==> config.mk <==
export PLATFORM = sky130hd
export DESIGN_NAME = dram_port_arbiter
export DESIGN_NICKNAME = d
export VERILOG_FILES = /design/src/rtl/dram_port_arbiter.sv
export SDC_FILE = /design/constraint.sdc
export NUM_CORES = 1
export LEC_CHECK = 0
export ABC_AREA = 0
export CORE_MARGIN = 10
export CORE_UTILIZATION = 41
export CTS_BUF_LIST = sky130_fd_sc_hd__clkbuf_8
export CTS_CLUSTER_DIAMETER = 60
export CTS_CLUSTER_SIZE = 14
export DETAILED_ROUTE_END_ITERATION = 7
export PLACE_DENSITY = 0.84
export SLEW_MARGIN = 25
export SYNTH_ARGS = -nofsm -noshare
export SYNTH_HDL_FRONTEND = slang
export SYNTH_SLANG_ARGS = --single-unit
==> constraint.sdc <==
create_clock -name clk -period 5.7 [get_ports clk]
set_input_delay 1.14 -clock clk [delete_from_list [all_inputs] [get_ports clk]]
set_output_delay 1.14 -clock clk [all_outputs]
set_load 0.02 [all_outputs]
==> src/rtl/dram_port_arbiter.sv <==
// Three-port arbiter in front of the single-port image DRAM: round-robin with bounded
// burst locking, one registered RAM command per cycle, read data tagged back to its port.
module dram_port_arbiter #(
    parameter int ADDR_W    = 16,
    parameter int DATA_W    = 8,
    parameter int READ_LAT  = 1,
    parameter int MAX_BURST = 16
) (
    input  logic                  clk,
    input  logic                  rst_n,
    input  logic [2:0]            req,
    input  logic [2:0]            we,
    input  logic [2:0]            lock,
    input  logic [3*ADDR_W-1:0]   req_addr,
    input  logic [3*DATA_W-1:0]   req_wdata,
    output logic [2:0]            gnt,
    output logic [2:0]            rvalid,
    output logic [DATA_W-1:0]     rdata,
    output logic [ADDR_W-1:0]     ram_addr,
    output logic [DATA_W-1:0]     ram_data,
    output logic                  ram_wren,
    input  logic [DATA_W-1:0]     ram_q,
    output logic                  busy
);

    localparam int CNT_W = $clog2(MAX_BURST + 1);
    localparam logic [CNT_W-1:0] MAX_CNT = CNT_W'(MAX_BURST);

    logic [1:0]        last_reg;
    logic [1:0]        owner_reg;
    logic [CNT_W-1:0]  burst_cnt_reg;
    logic [ADDR_W-1:0] ram_addr_reg;
    logic [DATA_W-1:0] ram_data_reg;
    logic              ram_wren_reg;
    logic [2:0]        rvalid_reg;
    logic              busy_reg;
    logic [READ_LAT:0] tag_valid_reg;
    logic [1:0]        tag_port_reg [READ_LAT+1];

    logic [ADDR_W-1:0] addr_arr  [3];
    logic [DATA_W-1:0] wdata_arr [3];
    logic [2:0]        owner_onehot;
    logic              lock_hold;
    logic [1:0]        rr_start;
    logic [2:0]        rr_gnt;
    logic [2:0]        gnt_next;
    logic              xfer;
    logic [1:0]        win;
    logic [ADDR_W-1:0] sel_addr;
    logic [DATA_W-1:0] sel_wdata;
    logic              sel_we;
    logic              new_rd_valid;
    logic              busy_next;
    logic [2:0]        rvalid_next;

    genvar gi;
    generate
        for (gi = 0; gi < 3; gi++) begin : g_port
            assign addr_arr[gi]    = req_addr[gi*ADDR_W +: ADDR_W];
            assign wdata_arr[gi]   = req_wdata[gi*DATA_W +: DATA_W];
            assign rvalid_next[gi] = tag_valid_reg[READ_LAT] && (tag_port_reg[READ_LAT] == 2'(gi));
        end
    endgenerate

    // First requester at or after 'start' in circular order, returned one-hot.
    function automatic logic [2:0] rr_pick(input logic [2:0] r, input logic [1:0] start);
        logic [5:0] dbl;
        logic [2:0] rot;
        logic [2:0] pick;
        logic [5:0] back;
        dbl  = {r, r} >> start;
        rot  = dbl[2:0];
        pick = 3'b000;
        if (rot[0])      pick = 3'b001;
        else if (rot[1]) pick = 3'b010;
        else if (rot[2]) pick = 3'b100;
        back = {3'b000, pick} << start;
        return back[2:0] | back[5:3];
    endfunction

    always_comb begin
        owner_onehot = 3'b001 << owner_reg;
        lock_hold    = (|(owner_onehot & req & lock)) && (burst_cnt_reg < MAX_CNT);
        rr_start     = (last_reg == 2'd2) ? 2'd0 : last_reg + 2'd1;
        rr_gnt       = rr_pick(req, rr_start);
        gnt_next     = lock_hold ? owner_onehot : rr_gnt;
        gnt          = rst_n ? gnt_next : 3'b000;
    end

    always_comb begin
        xfer      = |gnt;
        win       = 2'd0;
        sel_addr  = '0;
        sel_wdata = '0;
        sel_we    = 1'b0;
        for (int i = 0; i < 3; i++) begin
            if (gnt[i]) begin
                win       = 2'(i);
                sel_addr  = addr_arr[i];
                sel_wdata = wdata_arr[i];
                sel_we    = we[i];
            end
        end
        new_rd_valid = xfer && !sel_we;
        busy_next    = new_rd_valid || (|tag_valid_reg[READ_LAT-1:0]);
    end

    always_ff @(posedge clk or negedge rst_n) begin
        if (!rst_n) begin
            last_reg      <= 2'd2;
            owner_reg     <= 2'd0;
            burst_cnt_reg <= '0;
            ram_addr_reg  <= '0;
            ram_data_reg  <= '0;
            ram_wren_reg  <= 1'b0;
            rvalid_reg    <= 3'b000;
            busy_reg      <= 1'b0;
            tag_valid_reg <= '0;
            for (int k = 0; k <= READ_LAT; k++) tag_port_reg[k] <= 2'd0;
        end else begin
            if (xfer) begin
                last_reg      <= win;
                owner_reg     <= win;
                // Re-granting a saturated owner restarts its burst at 1.
                burst_cnt_reg <= (win == owner_reg && burst_cnt_reg < MAX_CNT)
                                 ? burst_cnt_reg + CNT_W'(1) : CNT_W'(1);
                ram_addr_reg  <= sel_addr;
                ram_data_reg  <= sel_wdata;
                ram_wren_reg  <= sel_we;
            end else begin
                ram_wren_reg  <= 1'b0;
            end
            tag_valid_reg   <= {tag_valid_reg[READ_LAT-1:0], new_rd_valid};
            tag_port_reg[0] <= win;
            for (int k = 1; k <= READ_LAT; k++) tag_port_reg[k] <= tag_port_reg[k-1];
            rvalid_reg <= rvalid_next;
            busy_reg   <= busy_next;
        end
    end

    assign ram_addr = ram_addr_reg;
    assign ram_data = ram_data_reg;
    assign ram_wren = ram_wren_reg;
    assign rvalid   = rvalid_reg;
    assign busy     = busy_reg;
    assign rdata    = ram_q;

endmodule

==> results.json <==
{
  "start_util_pct": 42.3,
  "wirelength_um": 6940,
  "hold_viol": 0,
  "switchingPower_uw": 626,
  "grt_pass1_vias": 2188,
  "clkPwrFrac_pct": 11.9,
  "worstSetupEndpointType": "output pin",
  "swShare_pct": 40.7,
  "numCtsBuffers": 5,
  "critPathMaxStageDelay_ps": 630,
  "cpMaxStageDelayCell": "clkdlybuf4s50_1",
  "syn_avg_cell_area_sq_um": 10.3,
  "post_cts_buffers": 0,
  "hp-class": "flip-flop to flip-flop",
  "clock_sinks": 43,
  "cts.htree.levels": 2,
  "cp_top_family": "buffers and inverters",
  "slew_viol_final": 0,
  "die_area_sq_mm": 0.00857,
  "grt_pass1_wl_um": 11100,
  "ctsResizeCount": 0,
  "drc_errors": 0,
  "setup_viol": 0,
  "drive_above_1_share_pct": 6.07,
  "clockBufferDepth": 2,
  "clk-insertion-delay-late_ps": 300,
  "num-nets-final": 404,
  "leakagePower_uw": 0.00151,
  "maxSlewHeadroom_pct": 66.1,
  "power.total_uw": 1540,
  "vias_per_cell": 5.39,
  "comb_power_share_pct": 53.9,
  "fin_tns_setup_ps": 0,
  "place_hpwl_um": 5370,
  "p_int_uw": 913,
  "synth_largest_area_cell": "dfrtp_1",
  "path_class": "primary input to output pin",
  "clock.fmax_ghz": 0.229,
  "peakVddDrop_v": 0.000286,
  "syn_area_sq_mm": 0.00216,
  "finalClockSkew_ps": 8.40,
  "gp_congestion": 0.874,
  "post_drt_wl_per_cell_um": 18.1,
  "layout_common_cells": "clkdlybuf4s50_1 (113), nand2_1 (55), dfrtp_1 (42), a222oi_1 (24)",
  "synth-seq-cells": 43,
  "synth.distinct_cells": 48,
  "hold_buffers": 0,
  "crit_buf_inv": 2,
  "cts_tree": "yes",
  "seq_power_share_pct": 34.2,
  "grtUsageTotal_pct": 16.0,
  "maxCapViolCount": 0,
  "largest_register_ffs": 16,
  "synth_area_leaders": "dfrtp_1 (49%), a222oi_1 (11%), nand2_1 (9.6%)",
  "crit_required_ps": 4560,
  "synthCells": 209,
  "num_vias": 2066,
  "crit_arrival_ps": 3230,
  "mostFrequentLayoutCell": "clkdlybuf4s50_1",
  "ys_seq_area_share_pct": 49.9,
  "area_delta_synth_final_pct": 55.9,
  "core_sq_mm": 0.00511,
  "place_inst": 375,
  "rows": 26,
  "ant_nets": 0,
  "cts_root_buf": "clkbuf_8",
  "port_buffers": 114,
  "netlist.area_leader.share_pct": 48.6,
  "status": "finished, final reports clean",
  "grt_setup_unrepaired": "false",
  "ioPinCount": 131,
  "start_kind": "primary input",
  "clkTransAtPathRegs_ps": 70,
  "powerDensity_mw_per_mm2": 457,
  "antenna_found_initial": 0,
  "firstDrtPassIters": 7,
  "crit_path_max_fanout": 6,
  "cp_common_cell": "clkdlybuf4s50_1",
  "antenna_cells": 0,
  "path_cells": "clkdlybuf4s50_1, nand4b_4, nor4_1, a31o_1, a21o_1, clkdlybuf4s50_1",
  "grt_max_degree": 42,
  "drtIter0Drc": 197,
  "fin_crit_ps": 4370,
  "overflow": 0,
  "synth_edf_count": 0,
  "period_share_pct": 76.7,
  "die_h_um": 92.6,
  "die_w_um": 92.6,
  "synthArstFlopShare_pct": 100,
  "yosys_most_used_dff": "dfrtp_1",
  "yosysWarnings": 0,
  "tightest_slew_ps": 508,
  "fin_cells": 383,
  "syn-num-nets": 301
}
==> through the flow <==
stage | area, sq um | utilization (%) | setup slack (ps) | hold WS [ps]
CTS | 3370 | 66.0 | 1320 | 361
floorplan | 2160 | - | 2110 | 331
global placement | 3280 | 64.3 | 1390 | 333
finish | 3370 | 66.0 | 1330 | 356
detailed placement | 3280 | 64.3 | 1350 | 344
global route | 3370 | 66.0 | 1180 | 370
==> cells by family after synthesis <==
| logic type | after synthesis | synth area share (%) |
|---|---|---|
| buf+inv | 28 | 7.76 |
| fa+ha+maj | 1 | 0.579 |
| compound gates | 53 | 23.2 |
| simple gates | 84 | 18.6 |
| flops | 43 | 49.9 |
==> cell usage after synthesis (2+ instances only) <==
master,number
buf_6,2
inv_1,5
o21ai_0,2
and2_1,3
a21o_1,6
nand3b_1,2
o211a_1,2
a222oi_1,24
nand2b_1,3
buf_4,10
nand3_1,3
nand2_1,55
clkbuf_1,2
buf_2,8
dfrtp_1,42
nand4_1,2
nor2_1,6
o22ai_1,2
==> routing by layer <==
metal  routed length (um)  vias up  GRT usage [%]
li1                     -      982              -
met1                 2920      993           19.0
met2                 3410       83           27.0
met3                  533        8           5.57
met4                   71        0           3.98
met5                    0        -              0
==> final timing paths <==
path                                       from                to  slack, ps  cells past startpoint
worst max-delay path                     req[1]            gnt[1]       1330                      6
min in group asynchronous                 rst_n      owner_reg[1]        660                      1
worst min register to register  tag_port_reg[2]   tag_port_reg[0]        360                      0
max in group asynchronous                 rst_n       last_reg[1]       4320                      2
worst min-delay path            tag_port_reg[2]   tag_port_reg[0]        360                      0
worst max register to register      last_reg[0]  burst_cnt_reg[2]       2800                      8
==> area by class of cell <==
cell class | count | area (sq um)
clock buffer | 5 | 68.8
clock inverter | 3 | 16.3
fill | 416 | 1740
inverter | 5 | 18.8
multi-input combinational | 138 | 927
sequential | 43 | 1080
tap | 70 | 87.6
timing repair buffer | 119 | 1170
==> power groups by stage <==
stage	logic [uW]	registers (uW)	clock network (uW)
after floorplan	380	629	0
after global placement	825	525	0
after detailed placement	838	533	0
after CTS	842	527	189
after global routing	909	546	203
final	829	526	184
No activity file was read; power rests on OpenSTA's default activity.
